## src/rtl/game_pkg.sv

```systemverilog
// Shared screen constants and pass-state encoding for the falling-square game blocks.
package game_pkg;

    localparam int         SCREEN_W    = 160;
    localparam int         SCREEN_H    = 120;
    localparam logic [2:0] COLOR_BLACK = 3'b000;

    typedef enum logic [2:0] {
        S_IDLE,
        S_ERASE,
        S_MOVE,
        S_DRAW,
        S_DONE
    } draw_state_t;

    // Keep a spawn column far enough left that the whole square stays on screen.
    function automatic logic [7:0] clamp_x(input logic [7:0] xs, input logic [7:0] limit);
        return (xs > limit) ? limit : xs;
    endfunction

endpackage

```

## src/rtl/square_scanner.sv

```systemverilog
// Row-major pixel counter for one SIZE x SIZE square.
// ox/oy are look-ahead offsets: they show the value cnt takes after the next edge.
// This lets the parent register each pixel in the same cycle its state is entered.
module square_scanner #(
    parameter int LOG_SIZE = 2
) (
    input  logic                clock,
    input  logic                reset,
    input  logic                clear,
    input  logic                enable,
    output logic [LOG_SIZE-1:0] ox,
    output logic [LOG_SIZE-1:0] oy,
    output logic                last
);

    localparam int CNT_W = 2 * LOG_SIZE;

    logic [CNT_W-1:0] cnt;
    logic [CNT_W-1:0] cnt_d;

    // Next count: clear wins, otherwise advance (wrapping to 0 after the last pixel).
    always_comb begin
        cnt_d = cnt;
        if (clear)
            cnt_d = '0;
        else if (enable)
            cnt_d = cnt + CNT_W'(1);
    end

    // Counter register.
    always_ff @(posedge clock) begin
        if (reset)
            cnt <= '0;
        else
            cnt <= cnt_d;
    end

    assign ox   = cnt_d[LOG_SIZE-1:0];
    assign oy   = cnt_d[CNT_W-1:LOG_SIZE];
    assign last = &cnt;

endmodule

```

## src/rtl/meatsquare_drawer.sv

```systemverilog
// Erase / move / redraw of one falling square, one registered pixel per cycle.
// The state register is aligned with the registered outputs: every output is
// computed from the next state and next position and loaded on the same edge.
module meatsquare_drawer
    import game_pkg::*;
#(
    parameter int         SIZE   = 4,
    parameter logic [2:0] COLOR  = 3'b100,
    parameter int         Y_STEP = 1
) (
    input  logic       clock,
    input  logic       reset,
    input  logic       go,
    input  logic       respawn,
    input  logic [7:0] x_start,
    output logic [7:0] x,
    output logic [6:0] y,
    output logic [2:0] color,
    output logic       plot,
    output logic       busy,
    output logic       landed,
    output logic       finish_drawing
);

    localparam int         LOG_SIZE = $clog2(SIZE);
    localparam logic [7:0] X_LIMIT  = 8'(SCREEN_W - SIZE);
    localparam logic [6:0] Y_FLOOR  = 7'(SCREEN_H - SIZE);
    localparam logic [7:0] Y_STEP8  = 8'(Y_STEP);

    draw_state_t state, state_d;

    logic [7:0] pos_x, pos_x_d;
    logic [6:0] pos_y, pos_y_d;
    logic       valid, valid_d;
    logic       armed, armed_d;
    logic       landed_d;
    logic [7:0] y_sum;

    logic                scan_en;
    logic                scan_last;
    logic [LOG_SIZE-1:0] ox, oy;

    logic scanning_d;
    logic busy_d;

    // The counter only runs while pixels are emitted; every other state parks it at 0,
    // so entering ERASE or DRAW always starts from the top-left pixel.
    assign scan_en = (state == S_ERASE) || (state == S_DRAW);

    square_scanner #(
        .LOG_SIZE (LOG_SIZE)
    ) u_scan (
        .clock  (clock),
        .reset  (reset),
        .clear  (!scan_en),
        .enable (scan_en),
        .ox     (ox),
        .oy     (oy),
        .last   (scan_last)
    );

    // Next-state, position and flag logic.
    always_comb begin
        state_d  = state;
        pos_x_d  = pos_x;
        pos_y_d  = pos_y;
        valid_d  = valid;
        armed_d  = armed;
        landed_d = landed;
        // 8-bit sum so a step near the bottom cannot wrap past row 127.
        y_sum    = {1'b0, pos_y} + Y_STEP8;

        case (state)
            S_IDLE: begin
                if (respawn) begin
                    pos_x_d  = clamp_x(x_start, X_LIMIT);
                    pos_y_d  = '0;
                    valid_d  = 1'b0;
                    armed_d  = 1'b0;
                    landed_d = 1'b0;
                end else if (go && !landed) begin
                    state_d = valid ? S_ERASE : S_DRAW;
                end
            end
            S_ERASE: begin
                if (scan_last)
                    state_d = S_MOVE;
            end
            S_MOVE: begin
                if (y_sum >= {1'b0, Y_FLOOR}) begin
                    pos_y_d = Y_FLOOR;
                    armed_d = 1'b1;
                end else begin
                    pos_y_d = y_sum[6:0];
                end
                state_d = S_DRAW;
            end
            S_DRAW: begin
                if (scan_last) begin
                    state_d = S_DONE;
                    // Flags change on the edge into DONE so landed rises with finish_drawing.
                    valid_d = 1'b1;
                    if (armed)
                        landed_d = 1'b1;
                end
            end
            S_DONE: begin
                state_d = S_IDLE;
            end
            default: begin
                state_d = S_IDLE;
            end
        endcase
    end

    assign scanning_d = (state_d == S_ERASE) || (state_d == S_DRAW);
    assign busy_d     = (state_d == S_ERASE) || (state_d == S_MOVE) || (state_d == S_DRAW);

    // State, position and flag registers.
    always_ff @(posedge clock) begin
        if (reset) begin
            state  <= S_IDLE;
            pos_x  <= '0;
            pos_y  <= '0;
            valid  <= 1'b0;
            armed  <= 1'b0;
            landed <= 1'b0;
        end else begin
            state  <= state_d;
            pos_x  <= pos_x_d;
            pos_y  <= pos_y_d;
            valid  <= valid_d;
            armed  <= armed_d;
            landed <= landed_d;
        end
    end

    // Registered pixel and status outputs for the cycle being entered.
    always_ff @(posedge clock) begin
        if (reset) begin
            x              <= '0;
            y              <= '0;
            color          <= COLOR_BLACK;
            plot           <= 1'b0;
            busy           <= 1'b0;
            finish_drawing <= 1'b0;
        end else begin
            plot           <= scanning_d;
            busy           <= busy_d;
            finish_drawing <= (state_d == S_DONE);
            color          <= (state_d == S_DRAW) ? COLOR : COLOR_BLACK;
            if (scanning_d) begin
                x <= pos_x_d + 8'(ox);
                y <= pos_y_d + 7'(oy);
            end
        end
    end

endmodule

```

## config.mk

```make
export PLATFORM = sky130hd
export DESIGN_NAME = meatsquare_drawer
export DESIGN_NICKNAME = d
export VERILOG_FILES = /design/src/rtl/game_pkg.sv /design/src/rtl/square_scanner.sv /design/src/rtl/meatsquare_drawer.sv
export SDC_FILE = /design/constraint.sdc
export NUM_CORES = 1
export LEC_CHECK = 0
export BUFFER_PORTS_ARGS = -buffer_cell sky130_fd_sc_hd__buf_2
export CAP_MARGIN = 0
export CORE_ASPECT_RATIO = 1.75
export CORE_MARGIN = 5
export CORE_UTILIZATION = 50
export CTS_CLUSTER_SIZE = 16
export DETAILED_ROUTE_END_ITERATION = 16
export PLACE_DENSITY = 0.74
export SKIP_CTS_REPAIR_TIMING = 1
export SLEW_MARGIN = 10
export SYNTH_ARGS = -nofsm -noshare
export SYNTH_HDL_FRONTEND = slang
export SYNTH_SLANG_ARGS = --single-unit
export TNS_END_PERCENT = 30
```

## constraint.sdc

```tcl
create_clock -name clock -period 2.65 [get_ports clock]
set_clock_uncertainty 0.1 [all_clocks]
set_input_delay 0.53 -clock clock [delete_from_list [all_inputs] [get_ports clock]]
set_output_delay 0.53 -clock clock [all_outputs]
set_load 0.02 [all_outputs]
```

# Word-level counts from Yosys, hierarchy flattened
# Index checks and enable logic that the tools add are counted.
# totals
output_inout_bits	22
ff_bits	46
# op_classes
n_eq_ne	11
muxes	22
add_sub_neg	4
magnitude_cmp	2
n_reduce_logical	13
# op_table
cell	count
8-bit 2-to-1 mux	3
3-bit 2-to-1 mux	5
7-bit 2-to-1 mux	2
7-bit one-hot mux with 2 select lines	1
3-bit by 2-bit equality test with 1-bit output (second input constant)	4
3-bit one-hot mux with 4 select lines	1
7-bit by 1-bit adder with 8-bit output (second input constant)	1
8-bit by 2-bit adder with 8-bit output	1
8-bit by 7-bit >= comparator with 1-bit output (second input constant)	1
8-bit greater-than comparator (second input constant)	1
2-bit != test (second input constant)	4
4-bit AND reduction	2
7-bit by 2-bit adder with 7-bit output	1
3-bit by 1-bit equality test with 1-bit output (second input constant)	2
1-bit one-hot mux with 2 select lines	3
3-bit AND reduction	2
1-bit 2-to-1 mux	5
4-bit by 1-bit adder with 4-bit output (second input constant)	1
1-bit logical OR	4
4-bit 2-to-1 mux	1
2-bit nonzero test	2
3-bit equality test (second input constant)	1
3-bit zero test	1
2-bit 2-to-1 mux	1
other kinds (2)	2

# Longest topological paths before layout
# Gate-level depths: netlist of run 1.
# logic_depth
ltp_word	8
ltp_mapped	13
mapped_depth_nobuf	12

# Hierarchy
# A second synthesis of run 1 with hierarchy kept.
# unflattened
hier_cells	268
hier_area_um2	2314.7
# modules_own_cells
mod	n_inst	area_each_um2	seq_area_each_um2	cells_per_inst
meatsquare_drawer	1	2080.7	800.8	244
square_scanner	1	234.0	80.1	24

# Least setup slack after synthesis of run 1
# Ideal clock, no wire load.
# synth_timing
kind	register to register
startpoint	register pos_y[0]
endpoint	register y[6]
path_slack_ps	-203
stages_incl_launch_ff	14
arrival_ps	2691
n_path_buf	1
setup_time_ps	62
cell_sequence	dfxtp_1 -> ha_1 -> clkbuf_1 -> nor3_1 -> o32ai_1 -> or2_1 -> a21oi_1 -> mux2_2 -> ha_1 -> fa_1 -> inv_1 -> a31oi_1 -> a211o_1 -> nand3_1
# synth_between
elab_chain_len	5
elab_cells_between_ends	6
cone_classes	2 x add/sub; 1 x order compare; 3 x mux
# synth_rtl
element	line_no	rtl
from (decl)	meatsquare_drawer.sv:33	logic [6:0] pos_y, pos_y_d;
from (signal assigned)	meatsquare_drawer.sv:131	pos_y <= pos_y_d;
7-bit by 1-bit adder with 8-bit output	meatsquare_drawer.sv:71	y_sum = {1'b0, pos_y} + Y_STEP8;
8-bit by 7-bit >= comparator with 1-bit output	meatsquare_drawer.sv:90	if (y_sum >= {1'b0, Y_FLOOR}) begin
7-bit 2-to-1 mux	meatsquare_drawer.sv:90	
7-bit one-hot mux with 2 select lines (*)	meatsquare_drawer.sv:73	case (state)
named net pos_y_d[0]	meatsquare_drawer.sv:33	
7-bit by 2-bit adder with 7-bit output (*)	meatsquare_drawer.sv:154	y <= pos_y_d + 7'(oy);
to (signal assigned)	meatsquare_drawer.sv:154	
to (decl)	meatsquare_drawer.sv:17	output logic [6:0] y,
# Mark *: on every way through the listed nets, which the timed path passes. The rest lies on a longest branch.
# A chain may end at the register's enable or synchronous reset.

# Final worst setup path of run 1
# layout_timing
startpoint	register pos_y[1]
endpoint	register y[6]
# layout_between
elab_chain_len	5
elab_cells_between_ends	6
cone_classes	2 x add/sub; 1 x order compare; 3 x mux
# layout_rtl
element	line_no
7-bit by 1-bit adder with 8-bit output	meatsquare_drawer.sv:71
8-bit by 7-bit >= comparator with 1-bit output	meatsquare_drawer.sv:90
7-bit 2-to-1 mux	meatsquare_drawer.sv:90
7-bit one-hot mux with 2 select lines	meatsquare_drawer.sv:73
named net pos_y_d[0]	meatsquare_drawer.sv:33
7-bit by 2-bit adder with 7-bit output	meatsquare_drawer.sv:154
# The timed path passes the listed nets, and every way through them passes these cells.

==> results of run 1 <==
metrics by stage:
stage / instance area, um2 / util
finish: 3040 / 0.651
global route: 3040 / 0.651
CTS: 2920 / 0.625
detailed placement: 2820 / 0.605
global placement: 2820 / 0.605
floorplan: 2440 / -
flip-flops by register name, indices dropped and copies added, names as in the netlist:
register        count
finish_drawing      1
valid               1
armed               1
state               3
x                   8
y                   7
color               1
pos_y               7
landed              1
pos_x               8
u_scan.cnt          4
plot                1
busy                1
worst max-delay path, cell delays in order, from the launching register on:
cell,delay (ns)
dfxtp_2,0.34
ha_4,0.18
and2_4,0.16
o32ai_4,0.20
or2_1,0.17
a21oi_2,0.08
mux2_4,0.31
ha_4,0.17
fa_2,0.37
inv_2,0.09
a31oi_2,0.06
a211o_1,0.33
nand3_1,0.07
where the power goes:
group	leakage (nW)	switching (mW)	internal, mW
clock network	0.0510	0.222	0.208
registers	0.359	0.0175	0.692
logic	0.854	0.168	0.111
total	1.26	0.408	1.01
cells by family (layout without fill, tap and decap cells):
family / Yosys count / after routing / share of synthesized area
AO/OA/AOI/OAI: 67 / 67 / 0.204
XOR/XNOR: 8 / 8 / 0.0291
adder cells (fa/ha/maj): 9 / 9 / 0.0531
buffers and inverters: 29 / 86 / 0.0547
flip-flops: 44 / 44 / 0.366
multiplexers: 5 / 5 / 0.0239
other: 1 / 2 / 0.00156
AND/OR/NAND/NOR: 117 / 117 / 0.268
per-layer routing:
metal,up-vias,track usage
met3,17,0.0322
met2,33,0.410
met1,1099,0.187
met5,-,0
met4,0,0.0997
li1,1120,-
placed cells by master (no fill, tap or decap), types with 4 or more instances in the layout:
| master | synthesis | routed |
|---|---|---|
| dfxtp_1 | 44 | 42 |
| buf_4 | 3 | 39 |
| buf_2 | 3 | 31 |
| nor2_1 | 31 | 30 |
| nand2_1 | 21 | 21 |
| a21oi_1 | 15 | 12 |
| nand3_1 | 11 | 11 |
| nor2b_1 | 10 | 10 |
| nor3_1 | 9 | 7 |
| clkbuf_8 | 0 | 6 |
| inv_1 | 6 | 5 |
| nor3b_1 | 5 | 5 |
| o21ai_0 | 5 | 5 |
| nand3b_1 | 4 | 4 |
| nand4_1 | 4 | 4 |
| xor2_1 | 4 | 4 |
| a31oi_1 | 5 | 4 |
| ha_1 | 7 | 4 |
worst min path at each step:
stage               startpoint    end  slack [ns]  depth (start not counted)
global placement          y[1]   y[1]        0.34                          2
CTS                       x[2]   x[2]        0.36                          2
finish                    y[1]   y[1]        0.35                          2
global route              y[0]   y[0]        0.39                          2
floorplan                armed  armed        0.35                          2
detailed placement        x[2]   x[2]        0.35                          2
cell type report:
cell class | count | area [um2]
sequential | 44 | 883
tap | 52 | 65.1
multi-input combinational | 208 | 1520
timing repair buffer | 70 | 448
fill | 410 | 1630
inverter | 8 | 30.0
clock inverter | 2 | 10.0
clock buffer | 6 | 82.6
==> flow_metrics.env, run 1 <==
export IMPL_ff2ff_setup_slack_ns=-0.05
export IMPL_leakagePower_nw=1.26
export IMPL_ys_seq_area_frac=0.366
export IMPL_drv_slew=0
export IMPL_wl_met2_um=3740
export IMPL_yosysTopAreaCellShare=0.366
export IMPL_vias_per_cell=5.82
export IMPL_critical_path_endpoint="y[6]"
export IMPL_cp_start_kind="flip-flop"
export IMPL_dp_cells=380
export IMPL_portBuffers=31
export IMPL_numCtsBuffers=5
export IMPL_die_w_um=62.4
export IMPL_synth_async_reset_ratio=0
export IMPL_grtUsageTotal=0.201
export IMPL_clock_latency_ns=0.29
export IMPL_layout_drive_gt1_share=0.337
export IMPL_synth_avg_cell_area_um2=8.58
export IMPL_crit_type="flip-flop to flip-flop"
export IMPL_reg2reg_depth=12
export IMPL_finalPower_mw=1.42
export IMPL_grt_overflow=0
export IMPL_max_vdd_ir_drop_v=0.000476
export IMPL_wirelength_met1_um=2310
export IMPL_ys_types=67
export IMPL_regToRegEndpoint="y[6]"
export IMPL_fin_tns_setup_ns=-0.0678
export IMPL_vias=2269
export IMPL_synthTopCellsByArea="dfxtp_1 37%, nor2_1 4.8%, ha_1 3.6%, nand2_1 3.3%, a21oi_1 3.1%"
export IMPL_diodes=0
export IMPL_clock_sinks=44
export IMPL_top_level_ports=34
export IMPL_reg2reg_from="pos_y[1]"
export IMPL_pre_cts_slack_ns=-0.124
export IMPL_die_h_um=102
export IMPL_fmax_mhz=371
export IMPL_place_congestion=0.916
export IMPL_cts_tree="yes"
export IMPL_crit_start="pos_y[1]"
export IMPL_core_area_mm2=0.00467
export IMPL_clock_path_buffers=2
export IMPL_synth_top_flop_cell="dfxtp_1"
export IMPL_grt_pass1_wl_um=10200
export IMPL_timing_hold_violations_final=0
export IMPL_nets=358
export IMPL_drc=0
export IMPL_die_area_mm2=0.00635
export IMPL_hold_ws_ns=0.355
export IMPL_synth_edf_count=0
export IMPL_end_kind="flip-flop"
export IMPL_outcome="complete, but fails checks"
export IMPL_power_density_mw_per_mm2=468
export IMPL_dr_pass1_iters=4
export IMPL_yosysWarnings=0
export IMPL_drtAntennaViolNets=0
export IMPL_wirelength_um=6370
export IMPL_syn_inst=280
export IMPL_grt_max_degree=44
export IMPL_start_util=0.515
export IMPL_finalCritPeriodShare=1.02
export IMPL_yosys_area_top_type="dfxtp_1"
export IMPL_synth_most_common_cell="dfxtp_1"
export IMPL_cap_violations=0
export IMPL_cts_root_buf="clkbuf_8"
export IMPL_layout_setup_ws_ns=-0.0455
export IMPL_hold_path_class="flip-flop to flip-flop"
export IMPL_min_period_ns=2.70
export IMPL_cts_max_level=2
export IMPL_finalSetupViolCount=2
export IMPL_ys_ff_latch=44
export IMPL_met3_wirelength_um=127
export IMPL_path_clk_slew_ns=0.08
export IMPL_required_ns=2.79
export IMPL_antenna_found_initial=0
export IMPL_rsz0062_at_grt="yes"
export IMPL_drt_iter0_drc=114
export IMPL_wire_per_inst_um=16.3
export IMPL_final_cells=390
export IMPL_violations="setup timing"
export IMPL_area_growth_pct=26.3
export IMPL_synth_area_mm2=0.00240
export IMPL_rows=33
export IMPL_cp_max_fo=7
export IMPL_synth_commonest_cells="44 x dfxtp_1, 31 x nor2_1, 21 x nand2_1"
export IMPL_arrival_ns=2.83
export IMPL_highest_layer="met4"
export IMPL_grt_pass1_vias=2264
export IMPL_hpwl_um=4780
Note: power is estimated with default switching activity, not from simulation.
==> inputs of run 2 (changes only) <==
BUFFER_PORTS_ARGS = -buffer_cell sky130_fd_sc_hd__clkbuf_2   (was -buffer_cell sky130_fd_sc_hd__buf_2)
==> run 2 against run 1 <==
- the flow now finishes without violations
- total power decreased by 0.95%
- largest cell class unchanged
- clock-buffer cell count unchanged
- highest routed layer unchanged
- sequential power about the same
==> flow_metrics.env, run 2 (synthesis results as in run 1) <==
export IMPL_leakagePower_nw=1.24
export IMPL_crit_type="flip-flop to flip-flop"
export IMPL_reg_top3="pos_x: 8 flops, x: 8 flops"
export IMPL_portBuffers=31
export IMPL_clock_sinks=44
export IMPL_numCtsBuffers=5
export IMPL_finalCritPeriodShare=0.982
export IMPL_vias=2349
export IMPL_cts_tree="yes"
export IMPL_drv_slew=0
export IMPL_power_density_mw_per_mm2=464
export IMPL_rsz0062_at_grt="yes"
export IMPL_timing_hold_violations_final=0
export IMPL_grt_pass1_vias=2359
export IMPL_grt_max_degree=20
export IMPL_final_cell_mix="40 x dfxtp_1, 39 x buf_4, 31 x clkbuf_2"
export IMPL_core_area_mm2=0.00467
export IMPL_grt_overflow=0
export IMPL_layout_commonest_cell="dfxtp_1"
export IMPL_area_growth_pct=26.1
export IMPL_finalPower_mw=1.41
export IMPL_hold_ws_ns=0.358
export IMPL_place_congestion=0.885
export IMPL_cts_root_buf="clkbuf_8"
export IMPL_cp_max_fo=11
export IMPL_path_clk_slew_ns=0.08
export IMPL_fillers=408
export IMPL_drc=0
export IMPL_layout_drive_gt1_share=0.331
export IMPL_min_period_ns=2.60
export IMPL_vias_per_cell=6.02
export IMPL_layout_setup_ws_ns=0.0472
export IMPL_grt_pass1_wl_um=10400
export IMPL_cp_start_kind="flip-flop"
export IMPL_slew_headroom=0.560
export IMPL_rows=33
export IMPL_end_kind="flip-flop"
export IMPL_dr_pass1_iters=4
export IMPL_fin_tns_setup_ns=0
export IMPL_hold_path_class="flip-flop to flip-flop"
export IMPL_utilization=0.650
export IMPL_die_area_mm2=0.00635
export IMPL_cp_slowest_cell="fa_2"
export IMPL_diodes=0
export IMPL_cts_max_level=2
export IMPL_clock_latency_ns=0.30
export IMPL_hpwl_um=4880
export IMPL_dp_cells=380
export IMPL_antenna_found_initial=0
export IMPL_slowest_delay_ns=0.36
export IMPL_pre_cts_slack_ns=-0.174
export IMPL_start_util=0.515
export IMPL_finalSetupViolCount=0
export IMPL_drt_iter0_drc=98
export IMPL_worstPathCellList="buf_4 -> a21bo_2 -> o22ai_2 -> or2_1 -> a21oi_2 -> mux2_4 -> ha_4 -> fa_2 -> inv_2 -> a31oi_4 -> a211o_1 -> nand3_1"
export IMPL_grtUsageTotal=0.205
export IMPL_clock_path_buffers=2
export IMPL_top_level_ports=34
export IMPL_drtAntennaViolNets=0
export IMPL_max_vdd_ir_drop_v=0.000455
export IMPL_required_ns=2.80
export IMPL_cap_violations=0
export IMPL_worst_pin_slew_ns=0.658
export IMPL_die_w_um=62.4
export IMPL_nets=359
export IMPL_design_area_mm2=0.00303
export IMPL_die_h_um=102
export IMPL_wire_per_inst_um=16.6
export IMPL_arrival_ns=2.75
export IMPL_wirelength_um=6460
export IMPL_fmax_mhz=384
export IMPL_outcome="complete, no violations"
export IMPL_final_cells=390
export IMPL_dpl_instance_area_mm2=0.00282
-- run 2: changes by cell type in the layout (fill, tap and decap cells not counted), moves of 2 or more --
cell	before	now
buf_2	31	0
clkbuf_2	0	31
dfxtp_1	42	40
dfxtp_2	2	4
-- run 2: metal layers --
layer  global-route usage  wire (um)  vias to the layer above
li1                     -          -                     1124
met3               0.0344        251                       34
met5                    0          0                        -
met4                0.167        463                        0
met2                0.393       3520                       84
met1                0.182       2230                     1107
-- run 2: worst paths after layout --
check	start	end	slack, ns	cells after the start
worst min register to register	x[2]	x[2]	0.36	2
worst min-delay path	x[2]	x[2]	0.36	2
worst max-delay path	pos_y[1]	y[4]	0.05	12
worst max register to register	pos_y[1]	y[4]	0.05	12
-- run 2: cell type report --
class,count,area [um2],area share
Clock buffer,6,72.6,0.0239
Clock inverter,1,5.00,0.00165
Inverter,8,30.0,0.00991
Multi-Input combinational cell,208,1510,0.499
Sequential cell,44,886,0.292
Tap cell,52,65.1,0.0215
Timing Repair Buffer,71,459,0.152
-- run 2: worst max-delay path: cells and delay by family, from the launching register on --
kind	cells	cell delay, ns
AO/OA/AOI/OAI	5	0.81
adder cells (fa/ha/maj)	2	0.52
flip-flops	1	0.34
multiplexers	1	0.30
buffers and inverters	2	0.26
AND/OR/NAND/NOR	2	0.22
-- run 2: report_power, final --
group / internal, mW / switching (mW) / total [mW]
Sequential: 0.693 / 0.0201 / 0.713
Clock: 0.180 / 0.226 / 0.405
Combinational: 0.116 / 0.172 / 0.288
